`src/rtl/vec_pkg.sv`:
```
// Shared definitions for the vector issue controller.
// Contents: instruction class encoding, stall-reason encoding and the
// bitwidth() helper used to size register indices, VL and the counter.
package vec_pkg;

   typedef enum logic [1:0] {
      CLS_ARITH = 2'd0,
      CLS_LOAD  = 2'd1,
      CLS_STORE = 2'd2,
      CLS_SETVL = 2'd3
   } vclass_e;

   typedef enum logic [1:0] {
      STALL_NONE   = 2'd0,
      STALL_HAZARD = 2'd1,
      STALL_BUSY   = 2'd2,
      STALL_DRAIN  = 2'd3
   } stall_reason_e;

   // Bits needed to index n items; never less than one.
   function automatic int bitwidth(input int n);
      return (n <= 2) ? 1 : $clog2(n);
   endfunction

endpackage

```
`src/rtl/vec_issue_ctrl_if.sv`:
```
// Bus bundle between the instruction FIFO head, the execution units and the
// vector issue controller.
// Modports:
//   master - FIFO/unit side: drives head, ready, writeback and store_done,
//            observes issue requests, stall, reason, busy and current VL.
//   slave  - controller side (vec_issue_ctrl).
interface vec_issue_ctrl_if #(
   parameter int NUM_REGS = 32,
   parameter int MVL      = 32
);
   import vec_pkg::*;

   localparam int RW  = bitwidth(NUM_REGS);
   localparam int VLW = bitwidth(MVL) + 1;

   logic           head_valid;
   logic [1:0]     head_class;
   logic [RW-1:0]  head_src1;
   logic [RW-1:0]  head_src2;
   logic [RW-1:0]  head_dst;
   logic           head_masked;
   logic [VLW-1:0] setvl_req;

   logic           stall_o;
   logic           alu_valid;
   logic           mem_valid;
   logic           alu_ready;
   logic           mem_ready;
   logic [VLW-1:0] issue_vl;

   logic           wb_alu_valid;
   logic           wb_mem_valid;
   logic [RW-1:0]  wb_alu_dst;
   logic [RW-1:0]  wb_mem_dst;
   logic           store_done;
   logic [1:0]     stall_reason_o;
   logic           busy_o;

   modport master (
      output head_valid, head_class, head_src1, head_src2, head_dst,
             head_masked, setvl_req, alu_ready, mem_ready,
             wb_alu_valid, wb_mem_valid, wb_alu_dst, wb_mem_dst, store_done,
      input  stall_o, alu_valid, mem_valid, issue_vl, stall_reason_o, busy_o
   );

   modport slave (
      input  head_valid, head_class, head_src1, head_src2, head_dst,
             head_masked, setvl_req, alu_ready, mem_ready,
             wb_alu_valid, wb_mem_valid, wb_alu_dst, wb_mem_dst, store_done,
      output stall_o, alu_valid, mem_valid, issue_vl, stall_reason_o, busy_o
   );

endinterface

```
`src/rtl/vec_scoreboard.sv`:
```
// Per-register busy scoreboard for the vector issue controller.
// Ports:
//   clk, rst              - clock, synchronous active-high reset
//   set_en/set_idx        - mark destination busy on ARITH/LOAD issue
//   clr_a_*/clr_b_*       - ALU and memory writeback clears (same cycle ok)
//   cls, src1, src2, dst,
//   masked                - head operands to check
//   hazard                - head reads or writes a busy register
// The hazard query looks at the registered bits only, so a writeback in the
// current cycle cannot unblock the head until the following cycle.
module vec_scoreboard
   import vec_pkg::*;
#(
   parameter int NUM_REGS = 32,
   localparam int RW = bitwidth(NUM_REGS)
) (
   input  logic          clk,
   input  logic          rst,
   input  logic          set_en,
   input  logic [RW-1:0] set_idx,
   input  logic          clr_a_en,
   input  logic [RW-1:0] clr_a_idx,
   input  logic          clr_b_en,
   input  logic [RW-1:0] clr_b_idx,
   input  vclass_e       cls,
   input  logic [RW-1:0] src1,
   input  logic [RW-1:0] src2,
   input  logic [RW-1:0] dst,
   input  logic          masked,
   output logic          hazard
);

   logic [NUM_REGS-1:0] busy;
   logic [NUM_REGS-1:0] busy_next;

   // Clears first, set last: a set target is never busy (hazard blocks it),
   // and clearing a non-busy bit is harmless, so the order only matters
   // for robustness.
   always_comb begin
      busy_next = busy;
      if (clr_a_en) busy_next[clr_a_idx] = 1'b0;
      if (clr_b_en) busy_next[clr_b_idx] = 1'b0;
      if (set_en)   busy_next[set_idx]   = 1'b1;
   end

   always_ff @(posedge clk) begin
      if (rst) busy <= '0;
      else     busy <= busy_next;
   end

   // STORE reads dst as data, ARITH/LOAD must not overwrite a pending dst,
   // so dst is checked for every class that touches registers.
   always_comb begin
      hazard = 1'b0;
      if (cls != CLS_SETVL)
         hazard = busy[src1] | busy[src2] | busy[dst] | (masked & busy[0]);
   end

endmodule

```
`src/rtl/vec_issue_ctrl.sv`:
```
// Vector issue controller: issues the FIFO head to the ALU or memory unit
// once its operands are free, tracks outstanding operations and serialises
// SETVL behind all in-flight work.
// Ports:
//   clk, rst - clock, synchronous active-high reset
//   bus      - vec_issue_ctrl_if.slave (head, issue handshake, writeback,
//              stall/stall reason, busy, current VL)
//
// state    | meaning
// ST_RUN   | normal issue; SETVL taken only when nothing is outstanding
// ST_DRAIN | SETVL at head, waiting for outstanding count to reach zero
module vec_issue_ctrl
   import vec_pkg::*;
#(
   parameter int NUM_REGS = 32,
   parameter int MVL      = 32
) (
   input logic             clk,
   input logic             rst,
   vec_issue_ctrl_if.slave bus
);

   localparam int VLW = bitwidth(MVL) + 1;
   localparam int CW  = bitwidth(2 * NUM_REGS) + 1;
   localparam int CW1 = CW + 1;
   localparam logic [VLW-1:0] VL_MAX = VLW'(MVL);

   typedef enum logic {ST_RUN = 1'b0, ST_DRAIN = 1'b1} state_e;

   state_e         state;
   logic [CW-1:0]  outstanding;
   logic [VLW-1:0] vl;

   vclass_e        cls;
   logic           hazard;
   logic           cnt_zero;
   logic           alu_req;
   logic           mem_req;
   logic           alu_fire;
   logic           mem_fire;
   logic           setvl_fire;
   logic           consumed;
   logic           set_en;
   stall_reason_e  reason;
   logic [1:0]     dec;
   logic [CW1-1:0] cnt_plus;
   logic           underflow;
   logic [CW-1:0]  cnt_next;

   assign cls      = vclass_e'(bus.head_class);
   assign cnt_zero = (outstanding == '0);

   vec_scoreboard #(.NUM_REGS(NUM_REGS)) u_scoreboard (
      .clk       (clk),
      .rst       (rst),
      .set_en    (set_en),
      .set_idx   (bus.head_dst),
      .clr_a_en  (bus.wb_alu_valid),
      .clr_a_idx (bus.wb_alu_dst),
      .clr_b_en  (bus.wb_mem_valid),
      .clr_b_idx (bus.wb_mem_dst),
      .cls       (cls),
      .src1      (bus.head_src1),
      .src2      (bus.head_src2),
      .dst       (bus.head_dst),
      .masked    (bus.head_masked),
      .hazard    (hazard)
   );

   // Everything visible is forced quiet while rst is high.
   always_comb begin
      alu_req    = !rst && bus.head_valid && (cls == CLS_ARITH) && !hazard
                   && (state == ST_RUN);
      mem_req    = !rst && bus.head_valid
                   && ((cls == CLS_LOAD) || (cls == CLS_STORE)) && !hazard
                   && (state == ST_RUN);
      alu_fire   = alu_req && bus.alu_ready;
      mem_fire   = mem_req && bus.mem_ready;
      setvl_fire = !rst && bus.head_valid && (cls == CLS_SETVL)
                   && (state == ST_RUN) && cnt_zero;
      consumed   = alu_fire || mem_fire || setvl_fire;
      set_en     = alu_fire || (mem_fire && (cls == CLS_LOAD));

      reason = STALL_NONE;
      if (!rst && bus.head_valid && !consumed) begin
         if ((state == ST_DRAIN) || (cls == CLS_SETVL)) reason = STALL_DRAIN;
         else if (hazard)                               reason = STALL_HAZARD;
         else                                           reason = STALL_BUSY;
      end
   end

   assign bus.alu_valid      = alu_req;
   assign bus.mem_valid      = mem_req;
   assign bus.stall_o        = !rst && bus.head_valid && !consumed;
   assign bus.stall_reason_o = reason;
   assign bus.busy_o         = !rst && !cnt_zero;
   assign bus.issue_vl       = rst ? VL_MAX : vl;

   // Up to three retirements against at most one issue per cycle.
   assign dec       = 2'(bus.wb_alu_valid) + 2'(bus.wb_mem_valid) + 2'(bus.store_done);
   assign cnt_plus  = {1'b0, outstanding} + CW1'(alu_fire || mem_fire);
   assign underflow = (CW1'(dec) > cnt_plus);
   assign cnt_next  = underflow ? '0 : CW'(cnt_plus - CW1'(dec));

   no_underflow: assert property (@(posedge clk) disable iff (rst) !underflow);

   always_ff @(posedge clk) begin
      if (rst) begin
         state       <= ST_RUN;
         outstanding <= '0;
         vl          <= VL_MAX;
      end else begin
         outstanding <= cnt_next;
         if (setvl_fire)
            vl <= (bus.setvl_req > VL_MAX) ? VL_MAX : bus.setvl_req;
         if (state == ST_RUN) begin
            if (bus.head_valid && (cls == CLS_SETVL) && !cnt_zero)
               state <= ST_DRAIN;
         end else begin
            if (cnt_zero)
               state <= ST_RUN;
         end
      end
   end

endmodule
```
`src/flat_wrapper.sv`:
```
// flat-port wrapper written by rule: the top's interface ports become plain ports
module vec_issue_ctrl_flat import vec_pkg::*;
#(
   parameter int NUM_REGS = 32,
   parameter int MVL      = 32
)
  (clk, rst, bus_head_valid, bus_head_class, bus_head_src1, bus_head_src2, bus_head_dst, bus_head_masked, bus_setvl_req, bus_alu_ready, bus_mem_ready, bus_wb_alu_valid, bus_wb_mem_valid, bus_wb_alu_dst, bus_wb_mem_dst, bus_store_done, bus_stall_o, bus_alu_valid, bus_mem_valid, bus_issue_vl, bus_stall_reason_o, bus_busy_o);
  vec_issue_ctrl_if #(.NUM_REGS(NUM_REGS), .MVL(MVL)) bus_i ();
  input logic clk;
  input logic rst;
  input wire logic [$bits(bus_i.head_valid)-1:0] bus_head_valid;
  input wire logic [$bits(bus_i.head_class)-1:0] bus_head_class;
  input wire logic [$bits(bus_i.head_src1)-1:0] bus_head_src1;
  input wire logic [$bits(bus_i.head_src2)-1:0] bus_head_src2;
  input wire logic [$bits(bus_i.head_dst)-1:0] bus_head_dst;
  input wire logic [$bits(bus_i.head_masked)-1:0] bus_head_masked;
  input wire logic [$bits(bus_i.setvl_req)-1:0] bus_setvl_req;
  input wire logic [$bits(bus_i.alu_ready)-1:0] bus_alu_ready;
  input wire logic [$bits(bus_i.mem_ready)-1:0] bus_mem_ready;
  input wire logic [$bits(bus_i.wb_alu_valid)-1:0] bus_wb_alu_valid;
  input wire logic [$bits(bus_i.wb_mem_valid)-1:0] bus_wb_mem_valid;
  input wire logic [$bits(bus_i.wb_alu_dst)-1:0] bus_wb_alu_dst;
  input wire logic [$bits(bus_i.wb_mem_dst)-1:0] bus_wb_mem_dst;
  input wire logic [$bits(bus_i.store_done)-1:0] bus_store_done;
  output wire logic [$bits(bus_i.stall_o)-1:0] bus_stall_o;
  output wire logic [$bits(bus_i.alu_valid)-1:0] bus_alu_valid;
  output wire logic [$bits(bus_i.mem_valid)-1:0] bus_mem_valid;
  output wire logic [$bits(bus_i.issue_vl)-1:0] bus_issue_vl;
  output wire logic [$bits(bus_i.stall_reason_o)-1:0] bus_stall_reason_o;
  output wire logic [$bits(bus_i.busy_o)-1:0] bus_busy_o;
  assign bus_i.head_valid = bus_head_valid;
  assign bus_i.head_class = bus_head_class;
  assign bus_i.head_src1 = bus_head_src1;
  assign bus_i.head_src2 = bus_head_src2;
  assign bus_i.head_dst = bus_head_dst;
  assign bus_i.head_masked = bus_head_masked;
  assign bus_i.setvl_req = bus_setvl_req;
  assign bus_i.alu_ready = bus_alu_ready;
  assign bus_i.mem_ready = bus_mem_ready;
  assign bus_i.wb_alu_valid = bus_wb_alu_valid;
  assign bus_i.wb_mem_valid = bus_wb_mem_valid;
  assign bus_i.wb_alu_dst = bus_wb_alu_dst;
  assign bus_i.wb_mem_dst = bus_wb_mem_dst;
  assign bus_i.store_done = bus_store_done;
  assign bus_stall_o = bus_i.stall_o;
  assign bus_alu_valid = bus_i.alu_valid;
  assign bus_mem_valid = bus_i.mem_valid;
  assign bus_issue_vl = bus_i.issue_vl;
  assign bus_stall_reason_o = bus_i.stall_reason_o;
  assign bus_busy_o = bus_i.busy_o;
  vec_issue_ctrl #(.NUM_REGS(NUM_REGS), .MVL(MVL)) u_core (.clk(clk), .rst(rst), .bus(bus_i));
endmodule
```
`config.mk`:
```
export PLATFORM = sky130hd
export DESIGN_NAME = vec_issue_ctrl_flat
export DESIGN_NICKNAME = d
export VERILOG_FILES = /design/src/rtl/vec_pkg.sv /design/src/rtl/vec_issue_ctrl_if.sv /design/src/rtl/vec_scoreboard.sv /design/src/rtl/vec_issue_ctrl.sv /design/src/flat_wrapper.sv
export SDC_FILE = /design/constraint.sdc
export NUM_CORES = 1
export LEC_CHECK = 0
export CAP_MARGIN = 20
export CELL_PAD_IN_SITES_DETAIL_PLACEMENT = 1
export CELL_PAD_IN_SITES_GLOBAL_PLACEMENT = 1
export CORE_UTILIZATION = 38
export DETAILED_ROUTE_END_ITERATION = 12
export GPL_ROUTABILITY_DRIVEN = 0
export HOLD_SLACK_MARGIN = 0.08
export PLACE_DENSITY = 0.76
export SYNTH_ARGS = -nofsm -noshare
export SYNTH_HDL_FRONTEND = slang
export SYNTH_SLANG_ARGS = --single-unit
```
`constraint.sdc`:
```
create_clock -name clk -period 5 [get_ports clk]
set_clock_uncertainty 0.2 [all_clocks]
set_input_delay 1.5 -clock clk [delete_from_list [all_inputs] [get_ports clk]]
set_output_delay 1.5 -clock clk [all_outputs]
set_load 0.05 [all_outputs]
```
==> results of run 1 <==
state kept, by name (all words and copies together), names as in the netlist:
| register | cells |
|---|---|
| u_core.u_scoreboard.busy | 32 |
| u_core.outstanding | 7 |
| u_core.vl | 6 |
| u_core.state | 1 |
critical path, cell delays in order:
cell      delay [ps]
buf_12            90
mux4_2           480
a22o_1           230
a311oi_2         280
and4_4           290
a31oi_4          150
nor4b_4          300
buf_12           180
routing by layer:
layer  global-route usage  part of all wire  up-vias
li1                     -                 -     1815
met1               0.3638              0.44     1920
met2               0.4502              0.48      133
met3              0.03899             0.063       26
met4              0.09231             0.026        0
met5                    0                 0        -
kinds of logic (layout without fill, tap and decap cells):
family | Yosys count | after routing | share of synthesized area
multiplexers | 33 | 33 | 0.1348
XOR/XNOR | 10 | 10 | 0.02296
adder cells (fa/ha/maj) | 11 | 11 | 0.04003
buffers and inverters | 41 | 130 | 0.05020
AO/OA/AOI/OAI | 102 | 102 | 0.2100
AND/OR/NAND/NOR | 199 | 199 | 0.3005
flip-flops | 46 | 46 | 0.2415
power by group through the flow:
stage / Sequential [mW] / Combinational (mW) / Clock [mW]
final: 0.441 / 0.546 / 0.282
after global routing: 0.446 / 0.600 / 0.300
after CTS: 0.437 / 0.516 / 0.284
after detailed placement: 0.444 / 0.506 / 0
after global placement: 0.439 / 0.485 / 0
after floorplan: 0.428 / 0.318 / 0
stage by stage:
| step | setup slack, ps | instances | TNS, ps | util | hold slack (ps) |
|---|---|---|---|---|---|
| finish | -207.4 | 664 | -886.8 | 0.5285 | 249.7 |
| CTS | -225.2 | 660 | -873.3 | 0.5163 | 252.9 |
| floorplan | -307.2 | 442 | -707.5 | - | 227.3 |
| detailed placement | -820.8 | 648 | -9174 | 0.4985 | 240.8 |
| global route | -257.7 | 664 | -2226 | 0.5285 | 289.2 |
| global placement | -785.8 | 648 | -8270 | 0.4985 | 233.3 |
layout by cell type (no fill, tap or decap), drive strengths merged, types with 2 or more instances in the layout:
cell / netlist / routed
dlygate4sd2: 0 / 8
mux2: 7 / 7
nor3: 6 / 6
nor4: 4 / 4
nand2b: 6 / 6
clkinv: 0 / 2
mux4: 14 / 14
fa: 2 / 2
or2: 2 / 2
xor2: 5 / 5
buf: 13 / 72
clkdlybuf4s50: 0 / 28
dfxtp: 46 / 46
o21ai: 35 / 35
nor4b: 3 / 3
nand4: 2 / 2
nor2: 32 / 32
and4b: 2 / 2
and3b: 6 / 6
a211oi: 2 / 2
clkbuf: 14 / 5
a22oi: 34 / 34
a311oi: 3 / 3
nand3b: 39 / 39
a21oi: 10 / 10
nor2b: 11 / 11
nand3: 7 / 7
inv: 14 / 14
nand2: 59 / 59
ha: 9 / 9
mux2i: 12 / 12
and3: 4 / 4
nor3b: 12 / 12
xnor2: 5 / 5
o22ai: 3 / 3
final cells by class:
| type | count | area share |
|---|---|---|
| well taps | 133 | 0.03236 |
| flip-flops and latches | 46 | 0.1791 |
| repair buffers | 108 | 0.2032 |
| multi-input cells | 355 | 0.5540 |
| clock inverters | 3 | 0.007786 |
| inverters | 14 | 0.01022 |
| clock buffers | 5 | 0.01338 |
path summary, 6_finish.rpt:
check,start,to,slack (ps),cells after the start
setup / recovery,bus_head_src2[0],bus_mem_valid,-210,8
hold / removal,u_core.vl[2],u_core.vl[2],250,2
setup reg to reg,u_core.u_scoreboard.busy[15],u_core.outstanding[5],930,16
hold reg to reg,u_core.vl[2],u_core.vl[2],250,2
repair_timing:
item,CTS,global route
resized for setup,48,20
setup buffers,3,4
endpoints found under the setup margin,12,12
endpoints found under the hold margin,0,0
pin swaps,10,8
gates cloned,1,0
==> results.toml, run 1 <==
[clock_tree]
clock-sinks = 46
cts_htree_levels = 2
cts_made_buffers = 5
clock_tree_from_tritoncts = "yes"
insertion_delay_ps = 300
hold_buffers = 0
clock_tree_root_driver_cell = "clkbuf_8"
cts_buffer_depth = 2
clk_transition_reported_paths_ps = 90

[floorplanning]
top_level_ports = 54
floorplan.die_area_um2 = 10440
fp-row-count = 36
initial_core_util = 0.3920
chipWidth_um = 102.2
die_height_um = 102.2
core_area_um2 = 9729

[worst_hold_path]
min-delay-path-class = "reg -> reg"

[critical_path]
critical_path.startpoint_type = "input port"
critical_path.max_fanout = 5
endpoint_kind = "output port"
worstPathArrival_ps = 3510
timing_worst_setup_path_type = "in -> out"
required_ps = 3300

[sta]
timing.slew.headroom = 0.2339
final-max-slew-violation-count = 0
post-route-min-period_ps = 5207
timing.fmax_ghz = 0.1920
setup_viol = 5
rsz0062_at_grt = "true"
timing.final.hold_violations = 0
post-route-period-util = 1.041
worst-slew-pin-transition_ps = 1140
fin_ws_ps = -207.4

[global_routing]
antenna_found_initial = 0
grt_max_degree = 39
first_pass_grt_wire_length_mm = 21.58
grt_pass1_vias = 4060
grt_use_total = 0.2722
grt_remaining_overflow = 0

[outcome]
result_of_the_run = "finished, violations left"
failing_checks = "setup timing"

[power]
switchingPower_mw = 0.4628
total_power_mw = 1.269
cellPowerDensity_nw_per_um2 = 246.7
switch_share = 0.3648
power_leakage_nw = 1.888
clock_power_share = 0.222
cell_internal_pwr_mw = 0.8058
power_frac_seq = 0.348
power.share.combinational = 0.430
maximum_ir_drop_on_the_vdd_rail_uv = 165.0

[flow_run]
drv_cap = 0

[finish]
final_design_area_no_fill_um2 = 5142
design.final.nets = 583
area_occupied_by_multi_input_gates_um2 = 2849
insertedDiodeCount = 0
seqCellArea_um2 = 920.9
area_delta_synth_final_pct = 34.84
fillCellCount = 1166
layout-drive-gt1-share = 0.3051

[detailed_routing]
postRouteWirelength_mm = 13.49
vias = 3894
post-route-drc-count = 0
drt_iter0_markers = 216
ant_nets = 0
drt-pass1-iter-count = 4
avg_wl_per_cell_um = 20.32
avgViaCountPerCell = 5.864

[logic_synthesis]
synth.net_count = 495
synthTopCellsByCount = "nand2_1, dfxtp_1, nand3b_1"
synth_top_area_cell = "dfxtp_1"
yosys-top-cells-area = "dfxtp_1, mux4_2, nand3b_1"
synth_cells = 442
dominantRegCellSynth = "dfxtp_1"
number_of_enable_flip_flop_cells_after_synthesis = 0
syn_avg_cell_area_um2 = 8.628
post-synth-top-count-cell = "nand2_1"
synth_top_area_frac = 0.2415
post_synth_instance_area_um2 = 3814
synth.yosys.seq_area_share = 0.2415
postSynth.asyncResetShare = 0
ys_warn_count = 0
synth_cell_type_count = 59
synth_seq_cells = 46

[placement]
place.port_buffers = 53
placedInstanceArea_um2 = 4850
final_hpwl_dp_mm = 10.32
No activity file was read; power rests on OpenSTA's default activity.
==> inputs of run 2 (changes only) <==
--- a/config.mk
+++ b/config.mk
@@ -13,6 +13,7 @@
 export GPL_ROUTABILITY_DRIVEN = 0
 export HOLD_SLACK_MARGIN = 0.08
 export PLACE_DENSITY = 0.76
+export SLEW_MARGIN = 20
 export SYNTH_ARGS = -nofsm -noshare
 export SYNTH_HDL_FRONTEND = slang
 export SYNTH_SLANG_ARGS = --single-unit
==> results of run 2 <==
No change in the layout: final DEF, timing and power equal those of run 1.
